### config.mk
export PLATFORM = sky130hd
export DESIGN_NAME = bcd_scoreboard
export DESIGN_NICKNAME = d
export VERILOG_FILES = /design/src/rtl/bcd_score_pkg.sv /design/src/rtl/bcd_score_counter.sv /design/src/rtl/bcd_scoreboard.sv
export SDC_FILE = /design/constraint.sdc
export NUM_CORES = 1
export LEC_CHECK = 0
export CAP_MARGIN = 20
export CORE_MARGIN = 4
export CORE_UTILIZATION = 25
export CTS_BUF_LIST = sky130_fd_sc_hd__clkbuf_8
export CTS_CLUSTER_SIZE = 8
export DETAILED_ROUTE_END_ITERATION = 10
export SYNTH_ARGS = -nofsm -noshare
export SYNTH_HDL_FRONTEND = slang
export SYNTH_HIERARCHICAL = 1
export SYNTH_SLANG_ARGS = --single-unit
### constraint.sdc
create_clock -name clk -period 2.2 [get_ports clk]
set_input_delay 0.22 -clock clk [delete_from_list [all_inputs] [get_ports clk]]
set_output_delay 0.22 -clock clk [all_outputs]
set_load 0.05 [all_outputs]
### src/rtl/bcd_score_pkg.sv
// Shared types and helpers for the multi-player BCD scoreboard.
//   state_e    : game-state FSM encoding (IDLE, PLAY, WON)
//   bcd_inc    : next value of a packed BCD score after one increment
//   dec_to_bcd : converts a decimal constant into packed BCD
// Helpers work on a MAX_DIGITS-wide field. Callers zero-extend narrower
// scores on the way in and truncate the result on the way out.
package bcd_score_pkg;

  localparam int unsigned BCD_W      = 4;
  localparam int unsigned MAX_DIGITS = 4;
  localparam int unsigned MAX_W      = BCD_W * MAX_DIGITS;

  typedef enum logic [1:0] {
    IDLE = 2'd0,
    PLAY = 2'd1,
    WON  = 2'd2
  } state_e;

  // Ripple-carry BCD increment over the lowest 'digits' digits.
  // At all-9s the value either holds (sat=1) or wraps to zero (sat=0).
  function automatic logic [MAX_W-1:0] bcd_inc(input logic [MAX_W-1:0] value,
                                               input int unsigned      digits,
                                               input logic             sat);
    logic [MAX_W-1:0] result;
    logic             carry;
    logic             all_nines;
    logic [BCD_W-1:0] dig;
    result    = value;
    carry     = 1'b1;
    all_nines = 1'b1;
    for (int unsigned d = 0; d < MAX_DIGITS; d++) begin
      if (d < digits) begin
        dig = value[d*BCD_W +: BCD_W];
        if (dig != 4'd9) all_nines = 1'b0;
        if (carry) begin
          if (dig == 4'd9) begin
            result[d*BCD_W +: BCD_W] = '0;
          end else begin
            result[d*BCD_W +: BCD_W] = dig + 4'd1;
            carry = 1'b0;
          end
        end
      end
    end
    // The ripple already yields zero at all-9s, so only saturation needs
    // an explicit override.
    if (all_nines && sat) result = value;
    return result;
  endfunction

  function automatic logic [MAX_W-1:0] dec_to_bcd(input int unsigned v);
    logic [MAX_W-1:0] result;
    int unsigned      rem;
    result = '0;
    rem    = v;
    for (int unsigned d = 0; d < MAX_DIGITS; d++) begin
      result[d*BCD_W +: BCD_W] = 4'(rem % 10);
      rem = rem / 10;
    end
    return result;
  endfunction

endpackage

### src/rtl/bcd_score_counter.sv
// One player's packed-BCD score register.
//   clk, rst_n : clock, asynchronous active-low reset
//   clr        : synchronous clear (wins over inc)
//   inc        : add one to the score this cycle
//   sat        : 1 = hold at all-9s, 0 = wrap to zero
//   value      : current score, least-significant digit in the lowest bits
//   at_max     : current score is all-9s
module bcd_counter
  import bcd_score_pkg::*;
#(
  parameter int unsigned DIGITS = 2
) (
  input  logic                    clk,
  input  logic                    rst_n,
  input  logic                    clr,
  input  logic                    inc,
  input  logic                    sat,
  output logic [DIGITS*BCD_W-1:0] value,
  output logic                    at_max
);

  localparam int unsigned W = DIGITS * BCD_W;

  logic [W-1:0] value_q, value_d;

  always_comb begin
    // NOTE: default first so every path assigns value_d and no latch is inferred.
    value_d = value_q;
    if (clr) begin
      value_d = '0;
    end else if (inc) begin
      value_d = W'(bcd_inc(MAX_W'(value_q), DIGITS, sat));
    end
  end

  // NOTE: non-blocking assignment for state, so every flop samples pre-edge values.
  always_ff @(posedge clk or negedge rst_n) begin
    if (!rst_n) value_q <= '0;
    else        value_q <= value_d;
  end

  assign value  = value_q;
  assign at_max = (value_q == {DIGITS{4'h9}});

endmodule

### src/rtl/bcd_scoreboard.sv
// Multi-player BCD scoreboard with goal edge detection, a game-state FSM
// and win detection.
//   clk, rst_n : clock, asynchronous active-low reset
//   enable     : game enable; low forces IDLE and zero scores
//   clear      : one-cycle pulse that zeroes all scores and restarts play
//   goal       : per-player goal strobe (bit i = player i)
//   scores     : packed BCD, player i at [i*DIGITS*4 +: DIGITS*4]
//   winner     : players that reached WIN_SCORE, latched on entering WON
//   game_over  : high while in WON
//   at_max     : per-player score is all-9s
module bcd_scoreboard
  import bcd_score_pkg::*;
#(
  parameter int unsigned NUM_PLAYERS = 2,
  parameter int unsigned DIGITS      = 2,
  parameter int unsigned WIN_SCORE   = 15,
  parameter int unsigned SATURATE    = 1,
  parameter int unsigned EDGE_DETECT = 1
) (
  input  logic                                clk,
  input  logic                                rst_n,
  input  logic                                enable,
  input  logic                                clear,
  input  logic [NUM_PLAYERS-1:0]              goal,
  output logic [NUM_PLAYERS*DIGITS*BCD_W-1:0] scores,
  output logic [NUM_PLAYERS-1:0]              winner,
  output logic                                game_over,
  output logic [NUM_PLAYERS-1:0]              at_max
);

  localparam int unsigned      SCORE_W = DIGITS * BCD_W;
  localparam logic [MAX_W-1:0] WIN_BCD = dec_to_bcd(WIN_SCORE);
  localparam logic             WIN_EN  = (WIN_SCORE != 0);
  localparam logic             SAT     = (SATURATE != 0);

  if (NUM_PLAYERS < 1 || NUM_PLAYERS > 8) begin : g_chk_players
    $error("NUM_PLAYERS must be 1..8");
  end
  if (DIGITS < 1 || DIGITS > MAX_DIGITS) begin : g_chk_digits
    $error("DIGITS must be 1..4");
  end
  if (WIN_SCORE >= 10 ** DIGITS) begin : g_chk_win
    $error("WIN_SCORE does not fit in DIGITS BCD digits");
  end

  state_e                   state_q, state_d;
  logic [NUM_PLAYERS-1:0]   goal_q;
  logic [NUM_PLAYERS-1:0]   inc;
  logic [NUM_PLAYERS-1:0]   take_inc;
  logic [NUM_PLAYERS-1:0]   win_hit;
  logic [NUM_PLAYERS-1:0]   winner_q, winner_d;
  logic                     clr_scores;
  logic [SCORE_W-1:0]       score [NUM_PLAYERS];

  // Goal history is kept in every state, so a goal already held high when
  // PLAY starts is not counted as a fresh edge.
  if (EDGE_DETECT != 0) begin : g_edge
    always_ff @(posedge clk or negedge rst_n) begin
      if (!rst_n) goal_q <= '0;
      else        goal_q <= goal;
    end
  end else begin : g_level
    assign goal_q = '0;
  end

  assign inc = goal & ~goal_q;

  // Priority: enable low beats clear, clear beats goal.
  assign take_inc   = (enable && !clear && state_q == PLAY) ? inc : '0;
  assign clr_scores = !enable || clear || (state_q == IDLE);

  for (genvar i = 0; i < NUM_PLAYERS; i++) begin : g_player
    bcd_counter #(.DIGITS(DIGITS)) u_cnt (
      .clk    (clk),
      .rst_n  (rst_n),
      .clr    (clr_scores),
      .inc    (take_inc[i]),
      .sat    (SAT),
      .value  (score[i]),
      .at_max (at_max[i])
    );
    assign scores[i*SCORE_W +: SCORE_W] = score[i];

    // Win is judged on the incremented value, so game_over rises on the
    // same edge that the winning score appears.
    assign win_hit[i] = WIN_EN && take_inc[i] &&
      (SCORE_W'(bcd_inc(MAX_W'(score[i]), DIGITS, SAT)) == WIN_BCD[SCORE_W-1:0]);
  end

  always_ff @(posedge clk or negedge rst_n) begin
    if (!rst_n) begin
      state_q  <= IDLE;
      winner_q <= '0;
    end else begin
      state_q  <= state_d;
      winner_q <= winner_d;
    end
  end

  always_comb begin
    state_d  = state_q;
    winner_d = winner_q;
    unique case (state_q)
      IDLE: begin
        winner_d = '0;
        if (enable) state_d = PLAY;
      end
      PLAY: begin
        if (!enable) begin
          state_d  = IDLE;
          winner_d = '0;
        end else if (|win_hit) begin
          state_d  = WON;
          winner_d = win_hit;
        end
      end
      WON: begin
        if (!enable) begin
          state_d  = IDLE;
          winner_d = '0;
        end else if (clear) begin
          state_d  = PLAY;
          winner_d = '0;
        end
      end
      default: begin
        state_d  = IDLE;
        winner_d = '0;
      end
    endcase
  end

  always_comb begin
    game_over = (state_q == WON);
    winner    = winner_q;
  end

endmodule

==> summary.txt <==
Synth
  • Area fraction in compound gates after synthesis: 14.9%
  • Sequential fraction of the synthesis area: 40.3%
  • Simple-gate share of the synthesized area: 33.5%
  • Synth cell types: 38
  • Parity-gate share of the synthesized area counting xor and xnor cells: 0%
  • Share of cell area taken by muxes after synthesis: 0.825%
  • Number of warnings printed during yosys synthesis: 6
  • Flops & latches, synth: 22
  • Mapped Cells: 140
  • Synthesized area divided by synthesized cell count: 9.75 um^2
  • Adder-cell share of the synthesized area: 7.33%
  • Synth Cell Area: 1370 um^2
  • Combinational family with the most area after synthesis: simple AND/OR/NAND/NOR gates

Clocking
  • Clock root buffer: clkbuf_8
  • Maximum count of clock buffers along a single path: 2
  • Deepest level of the CTS H-tree: 1
  • Register clock-pin slew on the reported worst setup and hold paths: 0.08 ns
  • Number of clock sinks: 22
  • Clock Latency Late Sink: 0.25 ns
  • Total CTS buffers: 3
  • Number of hold buffers added after cts: 0
  • Buffers inserted by post-CTS timing repair: 0
  • CTS tree: built
  • Post-cts gate resize count: 0

Cells and area
  • Most frequent standard cell in the layout excluding fill and tap cells: clkdlybuf4s50_1
  • Number of antenna diodes: 0
  • Fillers: 543
  • Final standard cell utilization of the core: 34.4%
  • Final instance count without filler cells: 244
  • Post-layout net count: 189
  • Commonest non-fill, non-tap cells in the layout: clkdlybuf4s50_1 (24), dfrtp_1 (22), nand2_1 (10), a21oi_1 (10), o21ai_0 (9)
  • Syn-to-layout area delta: 31.3%
  • Share of layout cells above drive strength 1: 9.20%

Global route
  • Antenna violations before repair: 0
  • Leftover overflow at the end of global routing: 0
  • GRT Total Usage: 10.1%
  • First-pass GRT wire length: 5450 um
  • Pin count of the biggest net entering global routing: 23
  • Number of global-route vias before repair: 1172

Floorplan
  • Placeable Area: 5200 um^2
  • Width of the chip: 81.9 um
  • Total Die Area: 6710 um^2
  • Number of top-level design ports: 27
  • Starting density of the core: 26.2%
  • Chip Height: 81.9 um
  • Placement Rows: 26

STA
  • Final worst clock skew: 0.00409 ns
  • Part of the cycle the worst path needs: 84.4%
  • RSZ-0062 raised after global routing: no
  • Endpoints failing hold: 0
  • Max Freq: 539 MHz
  • Max-slew headroom: 66.4%
  • Final setup violation count: 0
  • Slew of the pin with the lowest slew margin: 0.503 ns
  • Max-slew violations: 0
  • Final TNS setup: 0 ns
  • Clock period minus worst slack: 1.86 ns

Drt
  • Vias per Instance: 4.93
  • Avg WL per Cell: 12.8 um
  • DRT antenna net count: 0
  • Total Routed Length: 3130 um
  • Number of DRC markers after the initial detailed-route iteration: 51
  • Via Count: 1204
  • Pre-antenna DRT Iters: 4
  • Number of remaining DRC errors: 0

Hold path
  • Worst hold path type: in -> async

Worst setup path
  • Biggest cell delay along the critical path: 0.86 ns
  • Critical path, cell by cell: clkdlybuf4s50_1
  • Startpoint of the lowest-slack register-to-register path: state_q[1]$_DFFE_PN0P_
  • Capturing element type of the critical path: primary output
  • Cell at the slowest stage of the critical path: clkdlybuf4s50_1
  • CP required: 1.98 ns
  • Startpoint of the worst setup timing path: g_player[0].u_cnt/value[3]$_DFFE_PN0P_
  • Category of cells accounting for the largest share of critical-path delay: buffers and inverters
  • Worst-path maximum fanout: 7
  • Worst path arrival time: 1.64 ns
  • Buffer and inverter count on the worst path: 1
  • Type of the worst setup path: reg -> out
  • CP Launch Type: flip-flop

Placement
  • Placed Cells incl. Taps: 240
  • Routability congestion estimate: 0.761
  • Half-perimeter wire length of the detailed placement result: 2360 um
  • Buffers on Ports: 26

Pwr
  • Part of the power in combinational logic: 5.3%
  • Clock network power share: 38.3%
  • Switching power summed over all nets: 0.000142 W
  • Power Internal: 0.000583 W
  • P per Cell Area: 404 nW/um^2
  • Sequential power share: 56.4%
  • Peak supply drop: 0.199 mV
  • Power consumption: 0.000725 W
  • Switching portion of total power: 19.6%
  • P_leak: 0.752 nW

Status
  • Outcome: finished clean

Flow run
  • Number of max-cap violations: 0
==> power by group through the flow <==
| stage | clock network [W] | logic [W] | registers [W] |
|---|---|---|---|
| after floorplan | 0 | 0.0000138 | 0.000417 |
| after global placement | 0 | 0.0000394 | 0.000417 |
| after detailed placement | 0 | 0.0000393 | 0.000417 |
| after CTS | 0.000290 | 0.0000393 | 0.000409 |
| after global routing | 0.000315 | 0.0000437 | 0.000410 |
| final | 0.000277 | 0.0000382 | 0.000409 |
==> Yosys cell counts <==
library cell   n  share of area (%)
nand3b_1       5                2.8
nor4bb_1       3                2.2
nor3b_1        2                1.1
a21oi_1       10                3.7
inv_1          8                2.2
nor2b_1        4                1.8
and4bb_2       1               0.92
nand4_1        3                1.4
a31oi_1        3                1.4
a311oi_1       1               0.64
o31a_1         1               0.64
nand2b_1       2               0.92
a211oi_1       2                1.1
buf_1          2               0.55
or2_2          1               0.46
and2_1         2               0.92
or4_1          3                1.6
o21ai_0       10                3.7
a41oi_1        1               0.64
nor2_1         4                1.1
nor4_1         2               0.92
dfrtp_1       22                 40
o31ai_1        1               0.55
or4b_1         1               0.73
nand3_1        4                1.5
or3_1          6                2.8
nand4b_4       2                3.5
nand2_1       10                2.8
and4b_1        2                1.5
mux2_2         1               0.82
and4_1         3                1.9
ha_1           8                7.3
o211ai_1       3                1.6
conb_1         1               0.27
o21ai_1        1               0.37
and3b_4        1               0.92
and3b_1        3                1.9
a211o_1        1               0.64
==> path summary, 6_finish.rpt <==
kind                            cells past startpoint                                     end  slack, ns
max in group asynchronous                           2                   winner[0]$_DFFE_PN0P_       1.67
worst max-delay path                                1                               scores[3]       0.34
min in group clk                                    1                     goal_q[0]$_DFF_PN0_       0.43
worst min register to register                      2                   winner[0]$_DFFE_PN0P_       0.55
worst min-delay path                                2  g_player[1].u_cnt/value[0]$_DFFE_PN0P_       0.31
worst max register to register                      5  g_player[0].u_cnt/value[7]$_DFFE_PN0P_       0.34
==> layout make-up <==
type / count / area, um^2 / area share [%]
clock buffer: 4 / 55.1 / 3.07
timing repair buffer: 30 / 285 / 15.9
multi-input combinational: 110 / 785 / 43.8
sequential: 22 / 551 / 30.7
tap: 70 / 87.6 / 4.88
inverter: 8 / 30.0 / 1.67
==> sequential cells by signal (all words and copies together) (netlist names) <==
register / count
state_q: 2
goal_q: 2
g_player.u_cnt/value: 16
winner: 2
==> stage by stage <==
step	worst slack [ns]	hold slack (ns)	cell area, um^2
floorplan	0.123	-0.0756	1370
CTS	0.329	0.315	1790
global placement	0.132	0.522	1740
global route	0.229	0.329	1790
detailed placement	0.0486	0.539	1740
finish	0.343	0.307	1790
==> kinds of logic (layout without fill, tap and decap cells) <==
group           Yosys count  count (layout)
flops                    22              22
fa+ha+maj                 8               8
compound gates           34              34
mux                       1               1
simple gates             64              64
buf+inv                  10              42
other cells               1               3
==> worst register-to-register path, cell delays in order (launching register included) <==
cell and delay [ns]:
dfrtp_1 0.42, and4bb_2 0.33, and2_1 0.19, nand4b_4 0.15, or4b_1 0.53, a31oi_1 0.16
==> per-layer routing <==
metal / GRT usage (%) / share of wire [%] / routed length, um / vias to the layer above
met3: 1.32 / 5.0 / 158 / 2
met4: 2.99 / 0.93 / 29 / 0
met1: 13.2 / 45 / 1410 / 582
li1: - / - / - / 595
met5: 0 / 0 / 0 / -
met2: 17.4 / 49 / 1540 / 25
Note: power is estimated with default switching activity, not from simulation.
